`src/rtl/fp_dot_mac_pkg.sv`:
```
// Shared types, default widths and exponent helpers for the small-float dot-product MAC.
package fp_dot_mac_pkg;

  localparam int DEF_EXP_W  = 3;
  localparam int DEF_FRAC_W = 4;
  localparam int DEF_CNT_W  = 8;

  typedef enum logic [1:0] {
    ST_IDLE  = 2'd0,
    ST_ACCUM = 2'd1,
    ST_FLUSH = 2'd2,
    ST_DONE  = 2'd3
  } state_t;

  // Exponent bias for a field of the given width.
  function automatic int fp_bias(input int exp_w);
    return (1 << (exp_w - 1)) - 1;
  endfunction

  // Largest finite biased exponent (all-ones field).
  function automatic int fp_emax(input int exp_w);
    return (1 << exp_w) - 1;
  endfunction

endpackage

```
`src/rtl/fp_small_mul.sv`:
```
// Combinational small-float multiply: hidden-one product, one-step normalise,
// truncation toward zero, then saturate/flush range handling.
import fp_dot_mac_pkg::*;

module fp_small_mul #(
  parameter int EXP_W  = DEF_EXP_W,
  parameter int FRAC_W = DEF_FRAC_W
) (
  input  logic [EXP_W+FRAC_W:0] a,
  input  logic [EXP_W+FRAC_W:0] b,
  output logic [EXP_W+FRAC_W:0] prod,
  output logic                  ovf,
  output logic                  uvf
);

  localparam int W  = 1 + EXP_W + FRAC_W;
  localparam int MW = FRAC_W + 1;
  localparam int PW = 2 * MW;
  localparam int EW = EXP_W + 3;
  localparam logic signed [EW-1:0] BIAS = EW'(fp_bias(EXP_W));
  localparam logic signed [EW-1:0] EMAX = EW'(fp_emax(EXP_W));
  localparam logic signed [EW-1:0] EMIN = EW'(1);

  logic [EXP_W-1:0]     ea_s;
  logic [EXP_W-1:0]     eb_s;
  logic [PW-1:0]        mp_s;
  logic signed [EW-1:0] e_s;
  logic [FRAC_W-1:0]    f_s;
  logic                 sign_s;
  logic                 unused_lsb_s;

  // Truncated product bits below the kept fraction never reach the result.
  assign unused_lsb_s = ^mp_s[FRAC_W-1:0];

  // Multiply mantissas, renormalise once on carry, then range-check the exponent.
  always_comb begin
    ea_s   = a[FRAC_W +: EXP_W];
    eb_s   = b[FRAC_W +: EXP_W];
    sign_s = a[W-1] ^ b[W-1];
    mp_s   = PW'({1'b1, a[FRAC_W-1:0]}) * PW'({1'b1, b[FRAC_W-1:0]});
    e_s    = EW'(ea_s) + EW'(eb_s) - BIAS;
    if (mp_s[PW-1]) begin
      e_s = e_s + EW'(1);
      f_s = mp_s[PW-2 -: FRAC_W];
    end else begin
      f_s = mp_s[PW-3 -: FRAC_W];
    end
    prod = '0;
    ovf  = 1'b0;
    uvf  = 1'b0;
    if (ea_s == '0 || eb_s == '0) begin
      prod = '0;
    end else if (e_s > EMAX) begin
      prod = {sign_s, {(W-1){1'b1}}};
      ovf  = 1'b1;
    end else if (e_s < EMIN) begin
      prod = '0;
      uvf  = 1'b1;
    end else begin
      prod = {sign_s, e_s[EXP_W-1:0], f_s};
    end
  end

endmodule

```
`src/rtl/fp_dot_mac.sv`:
```
// Length-programmed small-float dot product: stage 1 registers the product,
// stage 2 aligns and adds it into the accumulator; sticky range flags per run.
import fp_dot_mac_pkg::*;

module fp_dot_mac #(
  parameter int EXP_W  = DEF_EXP_W,
  parameter int FRAC_W = DEF_FRAC_W,
  parameter int CNT_W  = DEF_CNT_W
) (
  input  logic                  clk,
  input  logic                  reset,
  input  logic                  start,
  input  logic [CNT_W-1:0]      len,
  input  logic                  in_valid,
  output logic                  in_ready,
  input  logic [EXP_W+FRAC_W:0] a,
  input  logic [EXP_W+FRAC_W:0] b,
  output logic                  out_valid,
  input  logic                  out_ready,
  output logic [EXP_W+FRAC_W:0] result,
  output logic                  ovf,
  output logic                  uvf,
  output logic                  busy
);

  localparam int W   = 1 + EXP_W + FRAC_W;
  localparam int MW  = FRAC_W + 1;
  localparam int LZW = $clog2(MW + 1);
  localparam int EW  = EXP_W + LZW + 2;
  localparam logic signed [EW-1:0] EMAX = EW'(fp_emax(EXP_W));
  localparam logic signed [EW-1:0] EMIN = EW'(1);

  state_t           state_r;
  logic [CNT_W-1:0] count_r;
  logic             s1_valid_r;
  logic [W-1:0]     s1_prod_r;
  logic             s1_ovf_r;
  logic             s1_uvf_r;
  logic [W-1:0]     acc_r;
  logic [W-1:0]     result_r;
  logic             ovf_r;
  logic             uvf_r;
  logic             in_ready_r;
  logic             out_valid_r;
  logic             busy_r;

  logic             beat_s;
  logic [W-1:0]     mul_prod_s;
  logic             mul_ovf_s;
  logic             mul_uvf_s;

  logic             x_zero_s;
  logic             y_zero_s;
  logic             x_big_s;
  logic [W-1:0]     big_s;
  logic [W-1:0]     small_s;
  logic [EXP_W-1:0] eb_s;
  logic [EXP_W-1:0] es_s;
  logic [MW-1:0]    mb_s;
  logic [MW-1:0]    ms_s;
  logic [MW:0]      sum_s;
  logic [MW-1:0]    diff_s;
  logic [LZW-1:0]   lz_s;
  logic             found_s;
  logic [FRAC_W-1:0] sub_frac_s;
  logic signed [EW-1:0] ae_s;
  logic [W-1:0]     add_res_s;
  logic             add_ovf_s;
  logic             add_uvf_s;

  assign in_ready  = in_ready_r;
  assign out_valid = out_valid_r;
  assign result    = result_r;
  assign ovf       = ovf_r;
  assign uvf       = uvf_r;
  assign busy      = busy_r;
  assign beat_s    = in_valid & in_ready_r;

  fp_small_mul #(
    .EXP_W  (EXP_W),
    .FRAC_W (FRAC_W)
  ) u_mul (
    .a    (a),
    .b    (b),
    .prod (mul_prod_s),
    .ovf  (mul_ovf_s),
    .uvf  (mul_uvf_s)
  );

  // Align the smaller magnitude to the larger, add or subtract, renormalise, range-check.
  always_comb begin
    x_zero_s = (acc_r[FRAC_W +: EXP_W] == '0);
    y_zero_s = (s1_prod_r[FRAC_W +: EXP_W] == '0);
    x_big_s  = (acc_r[W-2:0] >= s1_prod_r[W-2:0]);
    big_s    = x_big_s ? acc_r : s1_prod_r;
    small_s  = x_big_s ? s1_prod_r : acc_r;
    eb_s     = big_s[FRAC_W +: EXP_W];
    es_s     = small_s[FRAC_W +: EXP_W];
    mb_s     = {1'b1, big_s[FRAC_W-1:0]};
    ms_s     = {1'b1, small_s[FRAC_W-1:0]} >> (eb_s - es_s);
    sum_s    = {1'b0, mb_s} + {1'b0, ms_s};
    diff_s   = mb_s - ms_s;
    lz_s     = '0;
    found_s  = 1'b0;
    for (int i = MW - 1; i >= 0; i--) begin
      if (!found_s) begin
        if (diff_s[i]) begin
          found_s = 1'b1;
        end else begin
          lz_s = lz_s + LZW'(1);
        end
      end else begin
        found_s = 1'b1;
      end
    end
    sub_frac_s = FRAC_W'(diff_s << lz_s);
    ae_s      = '0;
    add_res_s = '0;
    add_ovf_s = 1'b0;
    add_uvf_s = 1'b0;
    if (x_zero_s) begin
      add_res_s = s1_prod_r;
    end else if (y_zero_s) begin
      add_res_s = acc_r;
    end else if (big_s[W-1] == small_s[W-1]) begin
      ae_s = EW'(eb_s);
      if (sum_s[MW]) begin
        ae_s      = ae_s + EW'(1);
        add_res_s = {big_s[W-1], ae_s[EXP_W-1:0], sum_s[MW-1 -: FRAC_W]};
      end else begin
        add_res_s = {big_s[W-1], ae_s[EXP_W-1:0], sum_s[FRAC_W-1:0]};
      end
      if (ae_s > EMAX) begin
        add_res_s = {big_s[W-1], {(W-1){1'b1}}};
        add_ovf_s = 1'b1;
      end else begin
        add_ovf_s = 1'b0;
      end
    end else if (diff_s == '0) begin
      add_res_s = '0;
    end else begin
      ae_s = EW'(eb_s) - EW'(lz_s);
      if (ae_s < EMIN) begin
        add_res_s = '0;
        add_uvf_s = 1'b1;
      end else begin
        add_res_s = {big_s[W-1], ae_s[EXP_W-1:0], sub_frac_s};
      end
    end
  end

  // Control FSM, product/accumulator pipeline and registered outputs.
  always_ff @(posedge clk or negedge reset) begin
    if (!reset) begin
      state_r     <= ST_IDLE;
      count_r     <= '0;
      s1_valid_r  <= 1'b0;
      s1_prod_r   <= '0;
      s1_ovf_r    <= 1'b0;
      s1_uvf_r    <= 1'b0;
      acc_r       <= '0;
      result_r    <= '0;
      ovf_r       <= 1'b0;
      uvf_r       <= 1'b0;
      in_ready_r  <= 1'b0;
      out_valid_r <= 1'b0;
      busy_r      <= 1'b0;
    end else begin
      s1_valid_r <= beat_s;
      if (beat_s) begin
        s1_prod_r <= mul_prod_s;
        s1_ovf_r  <= mul_ovf_s;
        s1_uvf_r  <= mul_uvf_s;
      end
      if (s1_valid_r) begin
        acc_r <= add_res_s;
        ovf_r <= ovf_r | s1_ovf_r | add_ovf_s;
        uvf_r <= uvf_r | s1_uvf_r | add_uvf_s;
      end
      case (state_r)
        ST_IDLE: begin
          if (start) begin
            acc_r   <= '0;
            ovf_r   <= 1'b0;
            uvf_r   <= 1'b0;
            count_r <= len;
            busy_r  <= 1'b1;
            if (len != '0) begin
              state_r    <= ST_ACCUM;
              in_ready_r <= 1'b1;
            end else begin
              state_r     <= ST_DONE;
              out_valid_r <= 1'b1;
              result_r    <= '0;
            end
          end
        end
        ST_ACCUM: begin
          if (beat_s) begin
            count_r <= count_r - CNT_W'(1);
            if (count_r == CNT_W'(1)) begin
              state_r    <= ST_FLUSH;
              in_ready_r <= 1'b0;
            end
          end
        end
        ST_FLUSH: begin
          state_r     <= ST_DONE;
          out_valid_r <= 1'b1;
          result_r    <= add_res_s;
        end
        ST_DONE: begin
          if (out_ready) begin
            state_r     <= ST_IDLE;
            out_valid_r <= 1'b0;
            busy_r      <= 1'b0;
          end
        end
        default: begin
          state_r     <= ST_IDLE;
          in_ready_r  <= 1'b0;
          out_valid_r <= 1'b0;
          busy_r      <= 1'b0;
        end
      endcase
    end
  end

endmodule

```
`config.mk`:
```
export PLATFORM = sky130hd
export DESIGN_NAME = fp_dot_mac
export DESIGN_NICKNAME = d
export VERILOG_FILES = /design/src/rtl/fp_dot_mac_pkg.sv /design/src/rtl/fp_small_mul.sv /design/src/rtl/fp_dot_mac.sv
export SDC_FILE = /design/constraint.sdc
export NUM_CORES = 1
export LEC_CHECK = 0
export CAP_MARGIN = 0
export CORE_MARGIN = 5
export CORE_UTILIZATION = 55
export CTS_CLUSTER_SIZE = 24
export DETAILED_ROUTE_END_ITERATION = 10
export PLACE_DENSITY_LB_ADDON = 0.2
export SYNTH_ARGS = -nofsm -noshare
export SYNTH_HDL_FRONTEND = slang
export SYNTH_SLANG_ARGS = --single-unit
```
`constraint.sdc`:
```
create_clock -name clk -period 9.59 [get_ports clk]
set_input_delay 2.877 -clock clk [delete_from_list [all_inputs] [get_ports clk]]
set_output_delay 2.877 -clock clk [all_outputs]
set_load 0.05 [all_outputs]
```
==> reports/metrics.csv <==
stage;metric;value;unit
layout;n_antenna_cell;0;
place;place.gp.congestion;0.972;
critical_path;cp.depth;34;
cts;cts_root_buffer;sky130_fd_sc_hd__clkbuf_8;
yosys;synth_cells;552;
layout;layout_area_growth_over_synthesis;12.4;%
cts;cts_buffers;5;
critical_path;timing.critical_path.required;9790;ps
routing;detail_route.wirelength;11000;um
floorplan;dieArea;10400;um^2
global_routing;pin_count_of_the_biggest_net_entering_global_routing;43;
critical_path;timing.critical_path.max_delay_family;adder cells;
yosys;synth.yosys.warnings;0;
global_routing;gr-usage-all-layers;0.222;
yosys;synth.distinct_cells;72;
min_path;holdPathStages;2;
layout;finalNetCount;676;
sta;number_of_hold_slack_violations_in_the_final_timing_report;0;
sta;post_route_fraction_of_the_period_consumed_by_the_critical_path;0.873;
floorplan;initial_utilization;0.564;
sta;rsz0062_at_grt;no;
yosys;syn_nets;641;
yosys;yosys.area.top_type;sky130_fd_sc_hd__dfrtp_1;
routing;count_of_tritonroute_iterations_in_the_first_routing_pass;5;
yosys;fraction_of_the_mapped_netlist_area_in_simple_logic_gates;0.198;
yosys;ys_seq_elements;42;
floorplan;die_width;102;um
critical_path;worstPathArrival;8580;ps
place;dp_hpwl;8780;um
floorplan;die_ht;102;um
sta;clock.fmax;119;MHz
global_routing;grt.overflow.total;0;
critical_path;timing.critical_path.buf_inv;2;
cts;cts_hold_repair.buffers;0;
yosys;synth_mux_area_frac;0.0454;
yosys;synth_xor_xnor_area_share;0.0343;
cts;cts_max_path_buffers;2;
routing;wl_per_cell;15.8;um
floorplan;rows;33;
critical_path;critPathCaptureType;flip-flop;
yosys;synth_top_cells_by_area;sky130_fd_sc_hd__dfrtp_1, sky130_fd_sc_hd__ha_1, sky130_fd_sc_hd__fa_1, sky130_fd_sc_hd__a21oi_1, sky130_fd_sc_hd__inv_1;
flow_run;maxCapViolations;0;
yosys;synth_compound_gate_area_share;0.250;
routing;ant_nets;0;
sta;setup_tns;0;ps
routing;vias;4117;
global_routing;wire_length_of_the_first_global_routing_pass;18800;um
place;placement.io_buffers;41;
cts;cts-resized-gates;0;
routing;drt_initial_violations;199;
cts;worst_setup_hold_path_clk_slew;90;ps
sta;finalClockSkew;7.39;ps
outcome;status;completed;
yosys;synthArstFlopShare;1.00;
sta;worst_slew_pin_slew;936;ps
min_path;worst_hold_path_type;reg -> reg;
yosys;synth_largest_type_area_fraction;0.227;
cts;clk_latency;300;ps
sta;slew_viols_final;0;
critical_path;worst-r2r-cell-count;34;
layout;share_of_final_layout_standard_cells_stronger_than_drive_strength_1;0.0697;
sta;post-route-min-period;8380;ps
global_routing;vias_in_the_first_global_route;3997;
floorplan;boundaryPins;42;
cts;cts.sink_count;42;
cts;cts_tree;yes;
routing;post-route-drc-count;0;
floorplan;design.core.area;8220;um^2
yosys;syn_area_per_cell;8.40;um^2
critical_path;critPathLaunchType;flip-flop;
critical_path;crit_top_cell;sky130_fd_sc_hd__ha_1;
critical_path;critical-path-slowest-cell;sky130_fd_sc_hd__ha_1;
yosys;synth_enable_flop_cells;0;
critical_path;path_class;reg -> reg;
critical_path;critical_path.max_stage_delay;500;ps
critical_path;critical_path_peak_fanout;17;
yosys;ys_seq_area_frac;0.227;
cts;htree_levels;2;
yosys;yosys_most_used_dff;sky130_fd_sc_hd__dfrtp_1;
global_routing;grt_antenna_before_repair;0;
yosys;post_synthesis_adder_cell_area_fraction;0.181;
routing;detail_route.vias_per_cell;5.94;
sta;relSlewSlack;0.371;
yosys;mappedNetlistArea;4630;um^2
cts;post_cts.repair.setup_buffers;0;
sta;finalSetupViolations;0;
yosys;synth_top_family_by_area;compound AO/OA/AOI/OAI gates;
## per-layer routing
metal	routed length (um)	GRT usage	up-vias
li1	-	-	2071
met3	416	0.0289	18
met2	5400	0.381	93
met1	5000	0.300	1935
met5	0	0	-
met4	150	0.0481	0
## layout make-up
type,count,area (um^2)
clock buffer,6,72.6
multi-input combinational,440,3290
inverter,54,203
fill,721,3010
timing repair buffer,44,428
sequential,42,1050
tap,105,131
clock inverter,2,37.5
## kinds of logic after synthesis
group                    Yosys count
AND/OR/NAND/NOR                  177
flip-flops                        42
adder cells (fa/ha/maj)           60
buffers and inverters             70
multiplexers                      20
AO/OA/AOI/OAI                    167
XOR/XNOR                          16
## worst register-to-register path, delay by kind of cell (launching register included)
kind | cells | cell delay [ps]
AO/OA/AOI/OAI | 10 | 1800
XOR/XNOR | 3 | 900
adder cells (fa/ha/maj) | 7 | 2490
buffers and inverters | 2 | 340
flip-flops | 1 | 460
multiplexers | 1 | 270
AND/OR/NAND/NOR | 11 | 2040
## registers in the layout (all words and copies together) (netlist names), 2 cells and up
register	cells
acc_r	8
state_r	2
result	8
count_r	8
s1_prod_r	8
## through the flow
step	instances	setup slack (ps)	utilization	area, um^2	hold WS [ps]
5_1_grt	693	520	0.634	5210	517
6_report	693	1210	0.634	5210	491
4_1_cts	693	1290	0.634	5210	499
2_1_floorplan	552	1800	-	4630	451
3_5_place_dp	685	1370	0.621	5100	479
3_3_place_gp	685	1730	0.621	5100	471
## synthesized netlist by cell type, types with 7 or more instances
library cell	instances
sky130_fd_sc_hd__or3_1	8
sky130_fd_sc_hd__o211ai_1	9
sky130_fd_sc_hd__mux2i_1	12
sky130_fd_sc_hd__inv_1	54
sky130_fd_sc_hd__xnor2_1	9
sky130_fd_sc_hd__clkbuf_1	10
sky130_fd_sc_hd__nand3_1	17
sky130_fd_sc_hd__o21a_1	8
sky130_fd_sc_hd__o22ai_1	7
sky130_fd_sc_hd__and2_1	16
sky130_fd_sc_hd__o21ai_0	36
sky130_fd_sc_hd__o31ai_1	7
sky130_fd_sc_hd__nand2_1	41
sky130_fd_sc_hd__nor3_1	16
sky130_fd_sc_hd__fa_1	12
sky130_fd_sc_hd__mux2_2	8
sky130_fd_sc_hd__dfrtp_1	42
sky130_fd_sc_hd__ha_1	48
sky130_fd_sc_hd__nor2_1	37
sky130_fd_sc_hd__a21o_1	8
sky130_fd_sc_hd__a21oi_1	41
## placed cells by master (no fill, tap or decap), types with 9 or more instances in the layout
cell                              netlist  routed
sky130_fd_sc_hd__dfrtp_1               42      42
sky130_fd_sc_hd__clkdlybuf4s50_1        0      40
sky130_fd_sc_hd__ha_1                  48      48
sky130_fd_sc_hd__xnor2_1                9       9
sky130_fd_sc_hd__nor3_1                16      16
sky130_fd_sc_hd__o21ai_0               36      36
sky130_fd_sc_hd__mux2i_1               12      12
sky130_fd_sc_hd__fa_1                  12      12
sky130_fd_sc_hd__inv_1                 54      54
sky130_fd_sc_hd__nand3_1               17      17
sky130_fd_sc_hd__a21oi_1               41      41
sky130_fd_sc_hd__o211ai_1               9       9
sky130_fd_sc_hd__nor2_1                37      37
sky130_fd_sc_hd__and2_1                16      16
sky130_fd_sc_hd__nand2_1               41      41
## worst paths after layout
kind / slack (ps) / to / startpoint
max in group asynchronous: 6320 / s1_prod_r[1] / reset
worst max register to register: 1210 / result[3] / s1_prod_r[4]
worst min-delay path: 490 / result[5] / result[5]
worst min register to register: 490 / result[5] / result[5]
worst max-delay path: 1210 / result[3] / s1_prod_r[4]
min in group asynchronous: 2700 / result[4] / reset
Power is left out: the tool's default activity adds up to more than one toggle a clock period on the data nets, which glitch-free logic cannot reach.
